<file path="src/rtl/cpu15_pkg.sv">
// Shared opcode, FSM-state and shift-mode encodings for the execute/write-back stage.
package cpu15_pkg;

    localparam int DW_DEF  = 16;
    localparam int SHW_DEF = 4;

    localparam logic [4:0] OP_MOV = 5'd0;
    localparam logic [4:0] OP_ADD = 5'd1;
    localparam logic [4:0] OP_SUB = 5'd2;
    localparam logic [4:0] OP_AND = 5'd3;
    localparam logic [4:0] OP_OR  = 5'd4;
    localparam logic [4:0] OP_SL  = 5'd5;
    localparam logic [4:0] OP_SR  = 5'd6;
    localparam logic [4:0] OP_SRA = 5'd7;
    localparam logic [4:0] OP_LDL = 5'd8;
    localparam logic [4:0] OP_LDH = 5'd9;
    localparam logic [4:0] OP_CMP = 5'd10;
    localparam logic [4:0] OP_JE  = 5'd11;
    localparam logic [4:0] OP_JMP = 5'd12;
    localparam logic [4:0] OP_HLT = 5'd13;
    localparam logic [4:0] OP_JC  = 5'd14;

    localparam logic [1:0] ST_RUN   = 2'd0;
    localparam logic [1:0] ST_SHIFT = 2'd1;
    localparam logic [1:0] ST_HALT  = 2'd2;

    localparam logic [1:0] SH_SL  = 2'd0;
    localparam logic [1:0] SH_SR  = 2'd1;
    localparam logic [1:0] SH_SRA = 2'd2;

endpackage

</file>
<file path="src/rtl/exec_shifter.sv">
// Iterative 1-bit/cycle shifter; done flags the cycle whose edge produces the final value.
module exec_shifter
    import cpu15_pkg::*;
#(
    parameter int DW  = DW_DEF,
    parameter int SHW = SHW_DEF
) (
    input  logic           clk,
    input  logic           reset,
    input  logic           start,
    input  logic [1:0]     mode,
    input  logic [DW-1:0]  data_in,
    input  logic [SHW-1:0] amount,
    output logic           busy,
    output logic           done,
    output logic [DW-1:0]  result
);

    logic [DW-1:0]  tmp_q, tmp_d, shifted;
    logic [SHW-1:0] cnt_q, cnt_d;
    logic [1:0]     mode_q, mode_d;

    always_comb begin
        case (mode_q)
            SH_SL:   shifted = {tmp_q[DW-2:0], 1'b0};
            SH_SR:   shifted = {1'b0, tmp_q[DW-1:1]};
            default: shifted = {tmp_q[DW-1], tmp_q[DW-1:1]};
        endcase
    end

    always_comb begin
        tmp_d  = tmp_q;
        cnt_d  = cnt_q;
        mode_d = mode_q;
        if (start) begin
            tmp_d  = data_in;
            cnt_d  = amount;
            mode_d = mode;
        end else if (cnt_q != '0) begin
            tmp_d = shifted;
            cnt_d = cnt_q - 1'b1;
        end
    end

    always_ff @(posedge clk) begin
        if (reset) begin
            tmp_q  <= '0;
            cnt_q  <= '0;
            mode_q <= SH_SL;
        end else begin
            tmp_q  <= tmp_d;
            cnt_q  <= cnt_d;
            mode_q <= mode_d;
        end
    end

    assign busy   = (cnt_q != '0);
    assign done   = (cnt_q == SHW'(1));
    assign result = shifted;

endmodule

</file>
<file path="src/rtl/reg_exec.sv">
// Execute/write-back stage owning the 8-entry register file.
// Optional carry flag and JC opcode enabled by defining REG_EXEC_CARRY_FLAG_EN.
module reg_exec
    import cpu15_pkg::*;
#(
    parameter int DW  = DW_DEF,
    parameter int SHW = SHW_DEF
) (
    input  logic          CLK_EX,
    input  logic          RESET,
    input  logic          VALID_IN,
    output logic          READY_OUT,
    input  logic [4:0]    OP_CODE,
    input  logic [2:0]    N_REG_A,
    input  logic [2:0]    N_REG_B,
    input  logic [DW-1:0] REG_B,
    input  logic [7:0]    IMM,
    output logic [DW-1:0] REG_0,
    output logic [DW-1:0] REG_1,
    output logic [DW-1:0] REG_2,
    output logic [DW-1:0] REG_3,
    output logic [DW-1:0] REG_4,
    output logic [DW-1:0] REG_5,
    output logic [DW-1:0] REG_6,
    output logic [DW-1:0] REG_7,
    output logic          FLAG_EQ,
    output logic          PC_LOAD,
    output logic [7:0]    PC_TARGET,
    output logic          HALTED
`ifdef REG_EXEC_CARRY_FLAG_EN
    ,
    output logic          FLAG_C
`endif
);

    logic [DW-1:0] rf_q [8];
    logic [DW-1:0] rf_d [8];
    logic [1:0]    state_q, state_d;
    logic [2:0]    dest_q, dest_d;
    logic          flag_eq_q, flag_eq_d;
    logic          pc_load_q, pc_load_d;
    logic [7:0]    pc_target_q, pc_target_d;

    logic          accept, is_shift, sh_start, sh_busy, sh_done;
    logic [1:0]    sh_mode;
    logic [DW-1:0] a_val, sh_result;

    // Source index is consumed by decode; B arrives already resolved on REG_B.
    logic unused_n_reg_b;
    assign unused_n_reg_b = ^N_REG_B;

    assign accept   = VALID_IN && (state_q == ST_RUN);
    assign a_val    = rf_q[N_REG_A];
    assign is_shift = (OP_CODE == OP_SL) || (OP_CODE == OP_SR) || (OP_CODE == OP_SRA);
    assign sh_start = accept && is_shift && (REG_B[SHW-1:0] != '0);
    assign sh_mode  = (OP_CODE == OP_SL) ? SH_SL : (OP_CODE == OP_SR) ? SH_SR : SH_SRA;

    exec_shifter #(
        .DW  (DW),
        .SHW (SHW)
    ) u_shifter (
        .clk     (CLK_EX),
        .reset   (RESET),
        .start   (sh_start),
        .mode    (sh_mode),
        .data_in (a_val),
        .amount  (REG_B[SHW-1:0]),
        .busy    (sh_busy),
        .done    (sh_done),
        .result  (sh_result)
    );

`ifdef REG_EXEC_CARRY_FLAG_EN
    logic          flag_c_q, flag_c_d;
    logic [DW:0]   add_ext;
    assign add_ext = {1'b0, a_val} + {1'b0, REG_B};
    assign FLAG_C  = flag_c_q;
`endif

    always_comb begin
        rf_d        = rf_q;
        state_d     = state_q;
        dest_d      = dest_q;
        flag_eq_d   = flag_eq_q;
        pc_load_d   = 1'b0;
        pc_target_d = pc_target_q;
`ifdef REG_EXEC_CARRY_FLAG_EN
        flag_c_d    = flag_c_q;
`endif
        case (state_q)
            ST_RUN: begin
                if (accept) begin
                    case (OP_CODE)
                        OP_MOV: rf_d[N_REG_A] = REG_B;
                        OP_ADD: begin
                            rf_d[N_REG_A] = a_val + REG_B;
`ifdef REG_EXEC_CARRY_FLAG_EN
                            flag_c_d = add_ext[DW];
`endif
                        end
                        OP_SUB: begin
                            rf_d[N_REG_A] = a_val - REG_B;
`ifdef REG_EXEC_CARRY_FLAG_EN
                            flag_c_d = (a_val < REG_B);
`endif
                        end
                        OP_AND: rf_d[N_REG_A] = a_val & REG_B;
                        OP_OR:  rf_d[N_REG_A] = a_val | REG_B;
                        OP_LDL: rf_d[N_REG_A] = {a_val[DW-1:8], IMM};
                        OP_LDH: rf_d[N_REG_A] = {IMM, a_val[7:0]};
                        OP_CMP: flag_eq_d = (a_val == REG_B);
                        OP_JMP: begin
                            pc_load_d   = 1'b1;
                            pc_target_d = IMM;
                        end
                        OP_JE: begin
                            if (flag_eq_q) begin
                                pc_load_d   = 1'b1;
                                pc_target_d = IMM;
                            end
                        end
`ifdef REG_EXEC_CARRY_FLAG_EN
                        OP_JC: begin
                            if (flag_c_q) begin
                                pc_load_d   = 1'b1;
                                pc_target_d = IMM;
                            end
                        end
`endif
                        OP_HLT: state_d = ST_HALT;
                        OP_SL, OP_SR, OP_SRA: begin
                            // Zero-length shifts complete in place without stalling.
                            if (sh_start) begin
                                dest_d  = N_REG_A;
                                state_d = ST_SHIFT;
                            end
                        end
                        default: ;
                    endcase
                end
            end
            ST_SHIFT: begin
                if (sh_done) begin
                    rf_d[dest_q] = sh_result;
                    state_d      = ST_RUN;
                end
            end
            default: ;
        endcase
    end

    always_ff @(posedge CLK_EX) begin
        if (RESET) begin
            for (int i = 0; i < 8; i++) rf_q[i] <= '0;
            state_q     <= ST_RUN;
            dest_q      <= '0;
            flag_eq_q   <= 1'b0;
            pc_load_q   <= 1'b0;
            pc_target_q <= '0;
`ifdef REG_EXEC_CARRY_FLAG_EN
            flag_c_q    <= 1'b0;
`endif
        end else begin
            rf_q        <= rf_d;
            state_q     <= state_d;
            dest_q      <= dest_d;
            flag_eq_q   <= flag_eq_d;
            pc_load_q   <= pc_load_d;
            pc_target_q <= pc_target_d;
`ifdef REG_EXEC_CARRY_FLAG_EN
            flag_c_q    <= flag_c_d;
`endif
        end
    end

    assign READY_OUT = (state_q == ST_RUN);
    assign HALTED    = (state_q == ST_HALT);
    assign FLAG_EQ   = flag_eq_q;
    assign PC_LOAD   = pc_load_q;
    assign PC_TARGET = pc_target_q;
    assign REG_0 = rf_q[0];
    assign REG_1 = rf_q[1];
    assign REG_2 = rf_q[2];
    assign REG_3 = rf_q[3];
    assign REG_4 = rf_q[4];
    assign REG_5 = rf_q[5];
    assign REG_6 = rf_q[6];
    assign REG_7 = rf_q[7];

endmodule

</file>
<file path="config.mk">
export PLATFORM = sky130hd
export DESIGN_NAME = reg_exec
export DESIGN_NICKNAME = d
export VERILOG_FILES = /design/src/rtl/cpu15_pkg.sv /design/src/rtl/exec_shifter.sv /design/src/rtl/reg_exec.sv
export SDC_FILE = /design/constraint.sdc
export NUM_CORES = 1
export LEC_CHECK = 0
export BUFFER_PORTS_ARGS = -buffer_cell sky130_fd_sc_hd__buf_2
export CORE_UTILIZATION = 39
export DETAILED_ROUTE_END_ITERATION = 8
export GPL_TIMING_DRIVEN = 0
export HOLD_SLACK_MARGIN = 0.12
export SYNTH_ARGS = -nofsm -noshare
export SYNTH_HDL_FRONTEND = slang
export SYNTH_SLANG_ARGS = --single-unit
</file>
<file path="constraint.sdc">
create_clock -name CLK_EX -period 8.94 [get_ports CLK_EX]
set_input_delay 1.788 -clock CLK_EX [delete_from_list [all_inputs] [get_ports CLK_EX]]
set_output_delay 1.788 -clock CLK_EX [all_outputs]
set_load 0.05 [all_outputs]
</file>
Word-level counts from Yosys, hierarchy flattened
Cells that the tools add are included.
W data, S select, Z words.
- output and inout bits: 140
- input bits: 38
- register bits after elaboration: 165
- word-level logic and storage cells: 110
- eq/ne operators: 24
- $add $sub $neg: 3
- magnitude comparators: 4
- muxes and demuxes: 35
- bitwise gates (word level): 6
- reductions and logical operators: 22
- operator list (kind ; count):
    $bwmux W128 ; 8
    $pmux W128 S7 ; 1
    $mux W128 ; 2
    $pmux W128 S2 ; 1
    $demux W16 S3 ; 2
    $mux W16 ; 6
    $bmux W16 S3 ; 1
    $pmux W16 S2 ; 1
    $eq A5 B4 Y1 const B ; 6
    $eq A5 B3 Y1 const B ; 4
    $add A16 B16 Y16 ; 1
    $and A16 B16 Y16 ; 1
    $eq A16 B16 Y1 ; 1
    $or A16 B16 Y16 ; 1
    $pmux W8 S2 ; 1
    $sub A16 B16 Y16 ; 1
    $reduce_and A4 Y1 ; 3
    $eq A5 B2 Y1 const B ; 2
    $mux W2 ; 5
    $ge A4 B4 Y1 const B ; 2
    $lt A4 B1 Y1 const B ; 2
    $mux W4 ; 2
    $mux W8 ; 1
    $ne A8 B1 Y1 const B ; 1
    23 further kinds ; 38

Depth between registers and ports, before layout
- depth in word-level cells: 9
- gate-level depth with buffers: 20
- depth with buffers taken out: 17

Cells and area by module
Synthesis repeated with hierarchy kept, for this count alone.
- cells, all modules: 1823
- area total of the unflattened synthesis: 14038.5 sq um
- by module, submodules not included (module ; area an instance (sq um) ; sequential area each (sq um) ; instances ; cells each):
    reg_exec ; 12603.3 ; 2862.7 ; 1 ; 1673
    exec_shifter ; 1435.1 ; 440.4 ; 1 ; 150

Least setup slack after synthesis
OpenSTA, ideal clock, no wires.
- kind: in2reg
- start: input N_REG_A[0]
- end: register rf_q (netlist bit REG_0[15])
- slack: 3527 ps
- setup time: 125 ps
- required time: 8815 ps
- path buffers: 3
- data arrival time: 5288 ps
- stages on the path: 16
- path through: buf_6 buf_6 buf_6 mux4_2 a22o_1 a21oi_1 ha_1 a21oi_1 o21ai_0 a31oi_2 o31ai_4 a221oi_1 mux2i_1 and3_1 nand2_2 o41a_1
- word-level cells in the longest chain between the ends: 9
- elaborated cells between the ends (all ways): 23
- classes of those cells: add/sub (2); order compare (2); mux (15); bitwise (3); reduce/logical (1)
- RTL lines (element ; RTL line ; RTL):
    start: declaration ; reg_exec.sv:14 ; input logic [2:0] N_REG_A,
    $not A3 Y4 (not written as such) * ; -- ;
    $bmux W16 S3 (tied with other cells) ; reg_exec.sv:53 ; assign a_val = rf_q[N_REG_A];
    $mux W16 (not written as such) / $logic_and A1 B1 Y1 (equally long branches) ; -- ;
    $mux W16, on equally long branches ; -- ;
    $sub A16 B16 Y16 (tied with other cells) ; reg_exec.sv:102 ; rf_d[N_REG_A] = a_val - REG_B;
    $bwmux W128 (tied with other cells) ; reg_exec.sv:102 ;
    $pmux W128 S7 * ; reg_exec.sv:93 ; case (OP_CODE)
    $mux W128 * ; reg_exec.sv:92 ; if (accept) begin
    $pmux W128 S2 * ; reg_exec.sv:90 ; case (state_q)
    end signal: assignment ; reg_exec.sv:164 ; rf_q <= rf_d;
    end: declaration ; reg_exec.sv:36 ; logic [DW-1:0] rf_q [8];
Mark *: on every way between the ends. The rest lies on a longest branch, timed or not. The select of a mux whose other input is x is not followed.
A chain may end at the register's enable or synchronous reset.

Worst setup path in the final report
- start: input N_REG_A[1]
- end: register rf_q (netlist bit REG_1[8])
Same word-level chain as after synthesis.

==> impl_metrics.yaml <==
layout:
  drive_above_1_share: 0.168
  utilization: 0.459
  fin_cells: 2485
  synthToLayoutAreaGrowth_pct: 14.9
  fillers: 3572
  nNetsFinal: 2118
synthesis:
  netlist_top_cells_area: "dfxtp_1, a21oi_1, nand2_1, o21ai_0, nor2_1"
  syn_area_um2: 13500
  yosysTopAreaCellShare: 0.244
  synthCells: 1833
  synth_ff_type: "dfxtp_1"
  yosysWarnings: 0
  synth_nets: 1928
  post_synth_num_cell_types: 109
  ys_seq_area_frac: 0.244
  synth-seq-cells: 165
  async_reset_ff_frac: 0
  syn_area_per_cell_um2: 7.39
  synth-edff-count: 0
  synth_top_cell_by_area: "dfxtp_1"
cts:
  cts_tree: "yes"
  clk-insertion-delay-late_ns: 0.49
  cts_resized: 0
  cts_max_level: 4
  clkTransAtPathRegs_ns: 0.07
  cts.sinks: 165
  cts_setup_buffers: 0
  cts_buffers: 17
  cts_buffer_depth: 2
  cts_root_buf: "clkbuf_16"
  cts-hold-fix-buffers: 0
status:
  failed_checks: "DRC"
  outcome: "complete, but fails checks"
timing:
  maxSlewViolCount: 0
  tns_ns: 0
  min_period_ns: 7.07
  rsz0062_at_grt: "no"
  fin_crit_sh: 0.791
  hold_slack_ns: 0.475
  finalHoldViolations: 0
  setup_viol: 0
  skew_ns: 0.0152
  fmax_ghz: 0.141
  slew_headroom: 0.0731
  worst_pin_slew_ns: 1.38
routing:
  drtIter0Drc: 2778
  wl_um: 85600
  avgRoutedWirePerCell_um: 34.5
  via_count: 17700
  dr.pass1.iters: 9
  drc: 2
  via_per_inst: 7.11
  ant_nets: 0
placed_design:
  place_inst: 2452
  io_buffers: 170
  gp_congestion: 1.06
  hpwl_um: 66400
die:
  die_w_um: 188
  io_pins: 178
  die_area_um2: 35500
  core_area_um2: 33900
  dieHeight_um: 188
  std_cell_rows: 67
  start_util: 0.400
global_routing:
  track_usage: 0.471
  grt_overflow: 0
  first_global_vias: 16100
  grt_antenna_before_repair: 0
  grt_pass1_wl_um: 119000
  grt_max_degree: 17
flow_run:
  cap_violations: 0
worst_setup_path:
  path_class: "primary input to flip-flop"
  start_kind: "primary input"
  cpMaxStageDelayCell: "a31oi_1"
  worst-endpoint-required_ns: 9.28
  slowest_delay_ns: 0.93
  cp_data_arrival_time_ns: 7.41
  crit_path_end_kind: "flip-flop"
  critical_path.cell_chain: "buf_2, buf_4, nor2b_1, a22oi_1, o21ai_0, ha_1, fa_1, a21o_1, nand4_2, a31oi_2, o21ai_0, a31oi_1, and2b_2, nand2_1, a31oi_1, a21oi_1"
  rr_worst_depth: 15
  crit_fanout: 10
power_and_ir_drop:
  p_int_w: 0.00130
  p_comb_frac: 0.280
  powerDensity_nw_per_um2: 139
  p_switching_w: 0.000869
  p_sw_frac: 0.401
  p_seq_frac: 0.359
  leakage_nw: 6.20
  clkPwrFrac: 0.361
  vdd_drop_max_mv: 0.161
worst_hold_path:
  hold_path.class: "flip-flop to flip-flop"
  worstHoldPathCells: 2
kinds of logic after synthesis:
kind of cell	Yosys count	synth area share
compound gates	721	0.363
simple gates	604	0.205
buf+inv	207	0.0672
flops	165	0.244
mux	61	0.0558
fa+ha+maj	57	0.0538
xor+xnor	18	0.0116
state kept, by name, indices dropped and copies added, names as in the netlist, 3 cells and up:
| name | flops |
|---|---|
| REG_1 | 16 |
| REG_0 | 16 |
| REG_5 | 16 |
| REG_2 | 16 |
| REG_6 | 16 |
| PC_TARGET | 8 |
| REG_7 | 16 |
| dest_q | 3 |
| REG_4 | 16 |
| REG_3 | 16 |
| u_shifter.cnt_q | 4 |
| u_shifter.tmp_q | 16 |
metal layers:
metal / wire length, µm / part of all wire / vias to the layer above / global-route usage
met2: 34700 / 0.40 / 1585 / 0.668
met4: 5310 / 0.062 / 0 / 0.272
met5: 0 / 0 / - / 0
met3: 11800 / 0.14 / 311 / 0.146
met1: 33800 / 0.40 / 8539 / 0.625
li1: - / - / 7243 / -
layout make-up:
type | instances | area, µm² | area share
clock buffer | 17 | 425 | 0.0274
buffer | 152 | 703 | 0.0452
tap | 448 | 561 | 0.0360
antenna | 1 | 2.50 | 0.000161
inverter | 55 | 206 | 0.0133
multi-input combinational | 1461 | 9350 | 0.601
sequential | 165 | 3300 | 0.212
timing repair buffer | 171 | 862 | 0.0554
clock inverter | 15 | 143 | 0.00917
cell usage after synthesis, drive strengths merged (7+ instances only):
master / instances
nand2: 202
nor2: 191
a21oi: 185
o21ai: 171
dfxtp: 165
clkbuf: 83
buf: 69
nor3: 69
ha: 55
inv: 55
o22ai: 49
mux2i: 44
nand3: 43
a31oi: 41
a22oi: 38
a221oi: 33
a311oi: 17
a22o: 16
xnor2: 16
and3: 15
nand4: 15
a211oi: 14
a21o: 14
o211ai: 14
nand2b: 13
mux4: 11
o221ai: 11
nor2b: 10
o2111a: 9
a32o: 8
and2: 8
o2bb2ai: 8
nor4: 7
o21a: 7
o32ai: 7
path summary, 6_finish.rpt:
kind / from / end / slack, ns
max: N_REG_A[1] / REG_1[8] / 1.87
min: REG_5[3] / REG_5[3] / 0.48
min reg2reg: REG_5[3] / REG_5[3] / 0.48
max reg2reg: REG_3[0] / REG_1[8] / 3.95
power by group through the flow:
stage	logic (W)	registers (W)	clock network, W
floorplan	0.000323	0.000808	0
global placement	0.000565	0.000792	0
detailed placement	0.000569	0.000793	0
CTS	0.000572	0.000775	0.000769
global route	0.000621	0.000778	0.000804
finish	0.000607	0.000777	0.000783
cell usage in the layout, fill, tap and decap left out, drive strengths merged, types with 17 or more instances in the layout:
cell    count
a221oi     33
nor3       69
a311oi     17
inv        62
clkbuf    100
ha         55
a21oi     185
mux2i      44
nor2      191
nand2     202
dfxtp     165
a22oi      38
buf       240
o22ai      49
o21ai     171
nand3      43
a31oi      41
critical path, delay by kind of cell:
kind | cells | cell delay (ns)
compound gates | 8 | 2.77
fa+ha+maj | 2 | 0.65
buf+inv | 2 | 0.69
simple gates | 4 | 1.50
through the flow:
stage	total power (W)	setup slack [ns]	area, µm²
floorplan	0.00113	3.53	13500
global placement	0.00136	1.76	15000
detailed placement	0.00136	1.78	15000
CTS	0.00212	2.26	15500
global route	0.00220	1.91	15500
finish	0.00217	1.87	15600
Note: power is estimated with default switching activity, not from simulation.
